<file path="src/rtl/elbeth_mem_access.sv">
// Load/store initiator for one port of the ELBETH data memory: byte/half/word
// requests become word address + byte strobes, with aligned, extended load data.
module elbeth_mem_access #(
  parameter int AW      = 8,
  parameter int TIMEOUT = 15
) (
  input  logic          clk,
  input  logic          rst,
  input  logic          req_valid,
  output logic          req_ready,
  input  logic          req_we,
  input  logic [1:0]    req_size,
  input  logic          req_unsigned,
  input  logic [31:0]   req_addr,
  input  logic [31:0]   req_wdata,
  output logic          resp_valid,
  output logic [31:0]   resp_rdata,
  output logic          resp_error,
  output logic          dmem_enable,
  output logic [AW-1:0] dmem_addr,
  output logic [31:0]   dmem_data_in,
  output logic [3:0]    dmem_wr,
  input  logic [31:0]   dmem_data_out,
  input  logic          dmem_ready
);

  typedef enum logic [1:0] {
    IDLE   = 2'd0,
    ACCESS = 2'd1,
    WAIT   = 2'd2,
    RESP   = 2'd3
  } state_t;

  localparam logic [7:0] TIMEOUT_C = 8'(TIMEOUT);

  function automatic logic req_legal(input logic [1:0] size, input logic [31:0] addr);
    logic ok;
    case (size)
      2'b00:   ok = 1'b1;
      2'b01:   ok = ~addr[0];
      2'b10:   ok = (addr[1:0] == 2'b00);
      default: ok = 1'b0;
    endcase
    return ok && ((addr >> (AW + 2)) == 32'd0);
  endfunction

  function automatic logic [3:0] strobes(input logic [1:0] size, input logic [1:0] off);
    logic [3:0] s;
    case (size)
      2'b00:   s = 4'b0001 << off;
      2'b01:   s = off[1] ? 4'b1100 : 4'b0011;
      2'b10:   s = 4'b1111;
      default: s = 4'b0000;
    endcase
    return s;
  endfunction

  function automatic logic [31:0] lanes(input logic [1:0] size, input logic [31:0] wdata);
    logic [31:0] d;
    case (size)
      2'b00:   d = {4{wdata[7:0]}};
      2'b01:   d = {2{wdata[15:0]}};
      default: d = wdata;
    endcase
    return d;
  endfunction

  function automatic logic [31:0] load_format(input logic [1:0] size, input logic uns,
                                              input logic [1:0] off, input logic [31:0] rd);
    logic [7:0]  b;
    logic [15:0] h;
    logic [31:0] r;
    b = rd[8*off +: 8];
    h = rd[16*off[1] +: 16];
    case (size)
      2'b00:   r = uns ? {24'd0, b} : {{24{b[7]}}, b};
      2'b01:   r = uns ? {16'd0, h} : {{16{h[15]}}, h};
      default: r = rd;
    endcase
    return r;
  endfunction

  state_t          state_r, state_s;
  logic [7:0]      cnt_r, cnt_s;
  logic            we_r, we_s;
  logic [1:0]      size_r, size_s;
  logic            uns_r, uns_s;
  logic [1:0]      off_r, off_s;
  logic            resp_valid_r, resp_valid_s;
  logic            resp_error_r, resp_error_s;
  logic [31:0]     resp_rdata_r, resp_rdata_s;
  logic            en_r, en_s;
  logic [AW-1:0]   addr_r, addr_s;
  logic [31:0]     din_r, din_s;
  logic [3:0]      wr_r, wr_s;

  // Next-state and next-output computation; pulses default low every cycle
  always_comb begin
    state_s      = state_r;
    cnt_s        = 8'd0;
    we_s         = we_r;
    size_s       = size_r;
    uns_s        = uns_r;
    off_s        = off_r;
    resp_valid_s = 1'b0;
    resp_error_s = 1'b0;
    resp_rdata_s = 32'd0;
    en_s         = 1'b0;
    addr_s       = addr_r;
    din_s        = din_r;
    wr_s         = 4'b0000;
    case (state_r)
      IDLE: begin
        if (req_valid) begin
          we_s   = req_we;
          size_s = req_size;
          uns_s  = req_unsigned;
          off_s  = req_addr[1:0];
          if (req_legal(req_size, req_addr)) begin
            state_s = ACCESS;
            en_s    = 1'b1;
            addr_s  = req_addr[AW+1:2];
            din_s   = lanes(req_size, req_wdata);
            wr_s    = req_we ? strobes(req_size, req_addr[1:0]) : 4'b0000;
          end else begin
            state_s      = RESP;
            resp_valid_s = 1'b1;
            resp_error_s = 1'b1;
          end
        end else begin
          state_s = IDLE;
        end
      end
      ACCESS: state_s = WAIT;
      WAIT: begin
        if (dmem_ready) begin
          state_s      = RESP;
          resp_valid_s = 1'b1;
          resp_rdata_s = we_r ? 32'd0 : load_format(size_r, uns_r, off_r, dmem_data_out);
        end else if ((cnt_r + 8'd1) == TIMEOUT_C) begin
          state_s      = RESP;
          resp_valid_s = 1'b1;
          resp_error_s = 1'b1;
        end else begin
          cnt_s = cnt_r + 8'd1;
        end
      end
      RESP:    state_s = IDLE;
      default: state_s = IDLE;
    endcase
  end

  // State and output registers with synchronous active-low reset
  always_ff @(posedge clk) begin
    if (!rst) begin
      state_r      <= IDLE;
      cnt_r        <= 8'd0;
      we_r         <= 1'b0;
      size_r       <= 2'b00;
      uns_r        <= 1'b0;
      off_r        <= 2'b00;
      resp_valid_r <= 1'b0;
      resp_error_r <= 1'b0;
      resp_rdata_r <= 32'd0;
      en_r         <= 1'b0;
      addr_r       <= '0;
      din_r        <= 32'd0;
      wr_r         <= 4'b0000;
    end else begin
      state_r      <= state_s;
      cnt_r        <= cnt_s;
      we_r         <= we_s;
      size_r       <= size_s;
      uns_r        <= uns_s;
      off_r        <= off_s;
      resp_valid_r <= resp_valid_s;
      resp_error_r <= resp_error_s;
      resp_rdata_r <= resp_rdata_s;
      en_r         <= en_s;
      addr_r       <= addr_s;
      din_r        <= din_s;
      wr_r         <= wr_s;
    end
  end

  assign req_ready    = (state_r == IDLE) && rst;
  assign resp_valid   = resp_valid_r;
  assign resp_error   = resp_error_r;
  assign resp_rdata   = resp_rdata_r;
  assign dmem_enable  = en_r;
  assign dmem_addr    = addr_r;
  assign dmem_data_in = din_r;
  assign dmem_wr      = wr_r;

endmodule

</file>
<file path="config.mk">
export PLATFORM = sky130hd
export DESIGN_NAME = elbeth_mem_access
export DESIGN_NICKNAME = d
export VERILOG_FILES = /design/src/rtl/elbeth_mem_access.sv
export SDC_FILE = /design/constraint.sdc
export NUM_CORES = 1
export LEC_CHECK = 0
export BUFFER_PORTS_ARGS = -buffer_cell sky130_fd_sc_hd__buf_2
export CAP_MARGIN = 20
export CORE_AREA = 4 4 105 127
export CTS_CLUSTER_DIAMETER = 150
export DETAILED_ROUTE_END_ITERATION = 10
export DIE_AREA = 0 0 109 131
export GPL_TIMING_DRIVEN = 0
export PLACE_DENSITY_LB_ADDON = 0.08
export SKIP_CTS_REPAIR_TIMING = 1
export SLEW_MARGIN = 0
export SYNTH_ARGS = -nofsm -noshare
export SYNTH_HDL_FRONTEND = slang
export SYNTH_SLANG_ARGS = --single-unit
</file>
<file path="constraint.sdc">
create_clock -name clk -period 2.1 [get_ports clk]
set_input_delay 0.105 -clock clk [delete_from_list [all_inputs] [get_ports clk]]
set_output_delay 0.105 -clock clk [all_outputs]
set_load 0.03 [all_outputs]
</file>
==> results of run 1 <==
metal layers:
layer  vias up  routed length [um]  global-route usage [%]
met4         2                 283                   6.612
li1       2034                   -                       -
met1      1856                5121                   19.52
met5         -                  13                       0
met2       154                6368                   31.20
met3        24                1234                   6.732
cell type report:
class                      count  area share [%]
multi-input combinational    334           37.23
sequential                    95           33.37
timing repair buffer         186           16.68
clock buffer                   9           3.952
tap                          161           3.535
buffer                        32           2.656
clock inverter                 7           2.108
inverter                       7          0.4610
logic make-up after synthesis:
family	after synthesis	synth area share (%)
AND/OR/NAND/NOR	161	17.11
AO/OA/AOI/OAI	106	16.21
flip-flops	95	45.39
multiplexers	57	14.60
buffers and inverters	39	4.240
XOR/XNOR	6	1.254
adder cells (fa/ha/maj)	4	1.194
worst reg2reg max path, cell delays in order, from the launching register on:
cell and delay (ns):
dfxtp_1 0.38, mux4_2 0.53, o21ai_1 0.50, buf_2 0.35, a21oi_1 0.10
per-stage QoR:
| stage | instances | util, % | worst slack, ns | hold slack, ns | area (um2) |
|---|---|---|---|---|---|
| final | 831 | 47.27 | 0.09972 | -0.003657 | 5699 |
| after global routing | 831 | 47.27 | 0.05529 | 0.005968 | 5699 |
| after CTS | 827 | 46.85 | 0.1406 | -0.01377 | 5648 |
| after detailed placement | 811 | 43.98 | 0.1533 | 0.3496 | 5303 |
| after global placement | 811 | 43.98 | 0.1680 | 0.3419 | 5303 |
| after floorplan | 468 | - | 0.4608 | 0.2288 | 4190 |
sequential cells by signal, indices dropped and copies added (netlist names):
| signal | cells |
|---|---|
| resp_rdata | 32 |
| size_r | 2 |
| we_r | 1 |
| cnt_r | 8 |
| off_r | 2 |
| dmem_data_in | 32 |
| dmem_enable | 1 |
| dmem_addr | 8 |
| uns_r | 1 |
| resp_error | 1 |
| resp_valid | 1 |
| dmem_wr | 4 |
| state_r | 2 |
Yosys cell counts (3+ instances only):
cell      number
xor2_1         4
clkbuf_1      19
nor2b_1        3
nand3_1        6
nor4_1         6
inv_1          7
and2_1         4
mux2_2        13
ha_1           4
a211oi_2       4
a311oi_1      10
a211oi_1       4
o221a_2        6
buf_2          7
nand2_1       58
nor2_1        62
dfxtp_1       95
mux2i_1       42
a21oi_1       46
o21ai_0       25
nand2b_1      12
report_power, final:
group	internal, W	switching [W]
clock network	0.00117	0.000721
logic	0.000273	0.000440
registers	0.00185	0.0000207
total	0.00329	0.00118
final timing paths:
kind                    startpoint  cells after the start                        end
min reg2reg    cnt_r[0]$_SDFF_PP0_                      1        cnt_r[0]$_SDFF_PP0_
max          off_r[1]$_SDFFE_PN0P_                      4  resp_rdata[27]$_SDFF_PP0_
min                    req_addr[8]                      3  dmem_addr[6]$_SDFFE_PN0P_
max reg2reg  off_r[1]$_SDFFE_PN0P_                      4  resp_rdata[27]$_SDFF_PP0_
==> flow_summary.yaml, run 1 <==
status:
  outcome: "finished with violations"
  violations: "hold timing"
synthesis:
  async_flop_share_pct: 0
  synth_top_area_share_pct: 45.39
  avgSynthCellArea_um2: 8.954
  ys_seq_area_share_pct: 45.39
  synth_cell_types: 43
  synthTopCellsByArea: "dfxtp_1 (45%), mux2i_1 (10%), nor2_1 (5.6%)"
  synth-edff-count: 0
  synth_seq_cells: 95
  yosysWarningCount: 0
  synth_top_cell_by_area: "dfxtp_1"
  synth-main-ff-cell: "dfxtp_1"
  syn-num-nets: 576
  syn_area_um2: 4190
  netlist_instances: 468
global_routing:
  grt.total_usage_pct: 17.82
  grt_overflow: 0
  grt_pass1_vias: 3979
  grt_max_degree: 17
  grt_antenna_before_repair: 1
  grt_pass1_wl_um: 19580
sta:
  clock.fmax_mhz: 499.9
  min_period_over_period_pct: 95.25
  finalCriticalPeriod_ns: 2.000
  hold_viol_final: 1
  drv_slew: 0
  final.setup.tns_ns: 0
  whs_ns: -0.003657
  setup-violations-final: 0
  fin_worst_skew_ns: 0.005277
  relSlewSlack_pct: 57.83
  tightest_slew_ns: 0.6326
  rsz0062_at_grt: "no"
clocking:
  cts_buffers: 9
  clk_latency_ns: 0.34
  h-tree-depth: 3
  cts_sinks: 95
  ctsRootBufferMaster: "clkbuf_16"
  clk_pin_slew_ns: 0.07
  cts_buffer_depth: 2
  tritoncts: "done"
pwr:
  power.leakage_nw: 2.488
  total_power_w: 0.004473
  pwr_density_cell_nw_per_um2: 784.9
  ir_drop_uv: 331.6
worst_setup_path:
  reg2reg_slack_ns: 0.1
  crit_path_max_fanout: 10
  slowest_delay_ns: 0.53
  path_buf_inv: 1
  path_class: "flop to flop"
  cpLargestDelayFamily: "compound AO/OA/AOI/OAI gates"
  crit_path_top_delay_cell: "mux4_2"
  path_cells: "mux4_2, o21ai_1, buf_2, a21oi_1"
  critical_path_arrival_ns: 2.21
  crit_path_start_kind: "flop"
  worstPathRequired_ns: 2.31
  endpoint_kind: "flop"
floorplanning:
  core_area_um2: 12060
  ioPinCount: 184
  start_util_pct: 34.76
  die_x_um: 109
  die_y_um: 131
  die-area_um2: 14280
  placementRows: 44
finish:
  nets: 773
  final_common_cell: "buf_2"
  multi_input_area_um2: 2122
  num_antenna_cells: 0
  layout-drive-gt1-share_pct: 35.52
  syn_to_final_growth_pct: 36.01
  final_cell_mix: "buf_2 (189), dfxtp_1 (95), nor2_1 (62)"
  register_area_um2: 1902
  nFillCells: 1200
detailed_routing:
  drt-wirelength-per-cell_um: 15.67
  via_per_inst: 4.898
  vias: 4070
  drc: 0
  drt_iter0_drc: 167
  routed_wl_um: 13020
  final_antenna_net_count: 0
  firstDrtPassIters: 4
run:
  maxCapViolCount: 0
placement:
  dp_hpwl_um: 10160
  io_buffers: 182
  place_congestion: 0.8328
hold_path:
  hp-class: "primary input to flop"
(Power assumes the default switching activity.)
==> run 2: changes to the inputs <==
--- a/config.mk
+++ b/config.mk
@@ -8,6 +8,7 @@
 export BUFFER_PORTS_ARGS = -buffer_cell sky130_fd_sc_hd__buf_2
 export CAP_MARGIN = 20
 export CORE_AREA = 4 4 105 127
+export CTS_BUF_LIST = sky130_fd_sc_hd__clkbuf_2 sky130_fd_sc_hd__clkbuf_4 sky130_fd_sc_hd__clkbuf_8
 export CTS_CLUSTER_DIAMETER = 150
 export DETAILED_ROUTE_END_ITERATION = 10
 export DIE_AREA = 0 0 109 131
@@ -18,3 +19,4 @@
 export SYNTH_ARGS = -nofsm -noshare
 export SYNTH_HDL_FRONTEND = slang
 export SYNTH_SLANG_ARGS = --single-unit
+export TNS_END_PERCENT = 100
==> flow_summary.yaml, run 2 (synthesis gave the netlist of run 1 again) <==
placement:
  place_congestion: 0.8328
  dp_hpwl_um: 10160
  io_buffers: 182
  place_ws_ns: 0.1533
  post-place-cells: 811
clocking:
  tritoncts: "done"
  clk_pin_slew_ns: 0.10
  cts_sinks: 95
  ctsRootBufferMaster: "clkbuf_8"
  clk_latency_ns: 0.36
  h-tree-depth: 3
  cts_buffer_depth: 2
  cts_buffers: 9
worst_setup_path:
  worstPathRequired_ns: 2.33
  reg2reg_slack_ns: 0.09
  critical_path_arrival_ns: 2.24
  worstReg2RegEnd: "resp_rdata[27]$_SDFF_PP0_"
  path_class: "flop to flop"
  endpoint_kind: "flop"
  crit_path_start_kind: "flop"
  crit_path_max_fanout: 10
  r2r-start: "off_r[1]$_SDFFE_PN0P_"
  r2r_cells: 4
global_routing:
  grt_max_degree: 17
  grt.total_usage_pct: 17.64
  grt_antenna_before_repair: 1
  grt_overflow: 0
  grt_pass1_wl_um: 19430
  grt_pass1_vias: 3970
detailed_routing:
  drt_iter0_drc: 154
  via_per_inst: 4.870
  firstDrtPassIters: 4
  routed_wl_um: 13110
  drt-wirelength-per-cell_um: 15.54
  drc: 0
  final_antenna_net_count: 0
  vias: 4110
hold_path:
  hp-class: "primary input to flop"
  hold_path_depth: 3
  hp-start: "req_addr[3]"
  hold_path_end: "dmem_addr[1]$_SDFFE_PN0P_"
sta:
  finalCriticalPeriod_ns: 2.006
  fin_worst_skew_ns: 0.008548
  setup-violations-final: 0
  clock.fmax_mhz: 498.5
  hold_viol_final: 5
  relSlewSlack_pct: 57.67
  whs_ns: -0.01714
  min_period_over_period_pct: 95.52
  tightest_slew_ns: 0.6349
  drv_slew: 0
  final.setup.tns_ns: 0
  worst_slack_ns: 0.09413
  rsz0062_at_grt: "no"
run:
  maxCapViolCount: 0
status:
  outcome: "finished with violations"
  violations: "hold timing"
floorplanning:
  die_y_um: 131
  placementRows: 44
  ioPinCount: 184
  start_util_pct: 34.76
  die-area_um2: 14280
  die_x_um: 109
  core_area_um2: 12060
pwr:
  combPwrFrac_pct: 18.0
  power.leakage_nw: 2.496
  ir_drop_uv: 268.3
  switchingPower_w: 0.001135
  intPower_w: 0.002933
  pwr_density_cell_nw_per_um2: 710.3
  sw_frac_of_total_pct: 27.91
  seqPwrFrac_pct: 46.0
  clock_power_share_pct: 36.0
finish:
  num_antenna_cells: 0
  layout-drive-gt1-share_pct: 34.85
  register_area_um2: 1902
  final_cell_mix: "buf_2 (189), dfxtp_1 (95), nor2_1 (62)"
  multi_input_area_um2: 2122
  finish.utilization_pct: 47.51
  syn_to_final_growth_pct: 36.70
  final_common_cell: "buf_2"
  nFillCells: 1200
  fin_cells: 844
  nets: 786
run 2: routing by layer:
metal | track usage [%] | up-vias | part of all wire [%]
met5 | 0 | - | 0.099
met3 | 5.553 | 20 | 8.9
li1 | - | 2054 | -
met1 | 19.16 | 1886 | 40
met4 | 7.504 | 2 | 2.3
met2 | 31.45 | 148 | 49
run 2: worst max-delay path, cell delays in order, from the launching register on:
cell	delay, ns
dfxtp_1	0.39
mux4_2	0.53
o21ai_1	0.50
buf_2	0.35
a21oi_1	0.10
run 2: how the worst max path moves through the flow:
stage | cells past startpoint | end | startpoint
after global routing | 4 | resp_rdata[27]$_SDFF_PP0_ | off_r[1]$_SDFFE_PN0P_
after CTS | 4 | resp_rdata[27]$_SDFF_PP0_ | off_r[1]$_SDFFE_PN0P_
final | 4 | resp_rdata[27]$_SDFF_PP0_ | off_r[1]$_SDFFE_PN0P_
after detailed placement | 4 | resp_rdata[27]$_SDFF_PP0_ | off_r[1]$_SDFFE_PN0P_
after global placement | 8 | dmem_data_in[3]$_SDFFE_PN0P_ | req_addr[17]
after floorplan | 7 | state_r[1]$_SDFFE_PN0P_ | cnt_r[0]$_SDFF_PP0_
run 2: power by group through the flow:
stage | registers, W | logic (W) | clock network [W]
after global placement | 0.00191 | 0.000697 | 0
after detailed placement | 0.00191 | 0.000706 | 0
after floorplan | 0.00197 | 0.000379 | 0
after CTS | 0.00187 | 0.000708 | 0.00151
after global routing | 0.00188 | 0.000802 | 0.00159
final | 0.00187 | 0.000732 | 0.00147
run 2: through the flow:
step	cell area [um2]	total power [W]
2_1_floorplan	4190	0.002344
3_3_place_gp	5303	0.002608
3_5_place_dp	5303	0.002618
4_1_cts	5547	0.004089
5_1_grt	5728	0.004266
6_report	5728	0.004068
run 2: final cells by class:
cell class / count / area share [%]
buffer: 32 / 2.643
clock buffer: 9 / 2.163
multi-input combinational: 334 / 37.05
timing repair buffer: 199 / 18.87
tap: 161 / 3.517
inverter: 7 / 0.4587
clock inverter: 7 / 2.097
sequential: 95 / 33.20
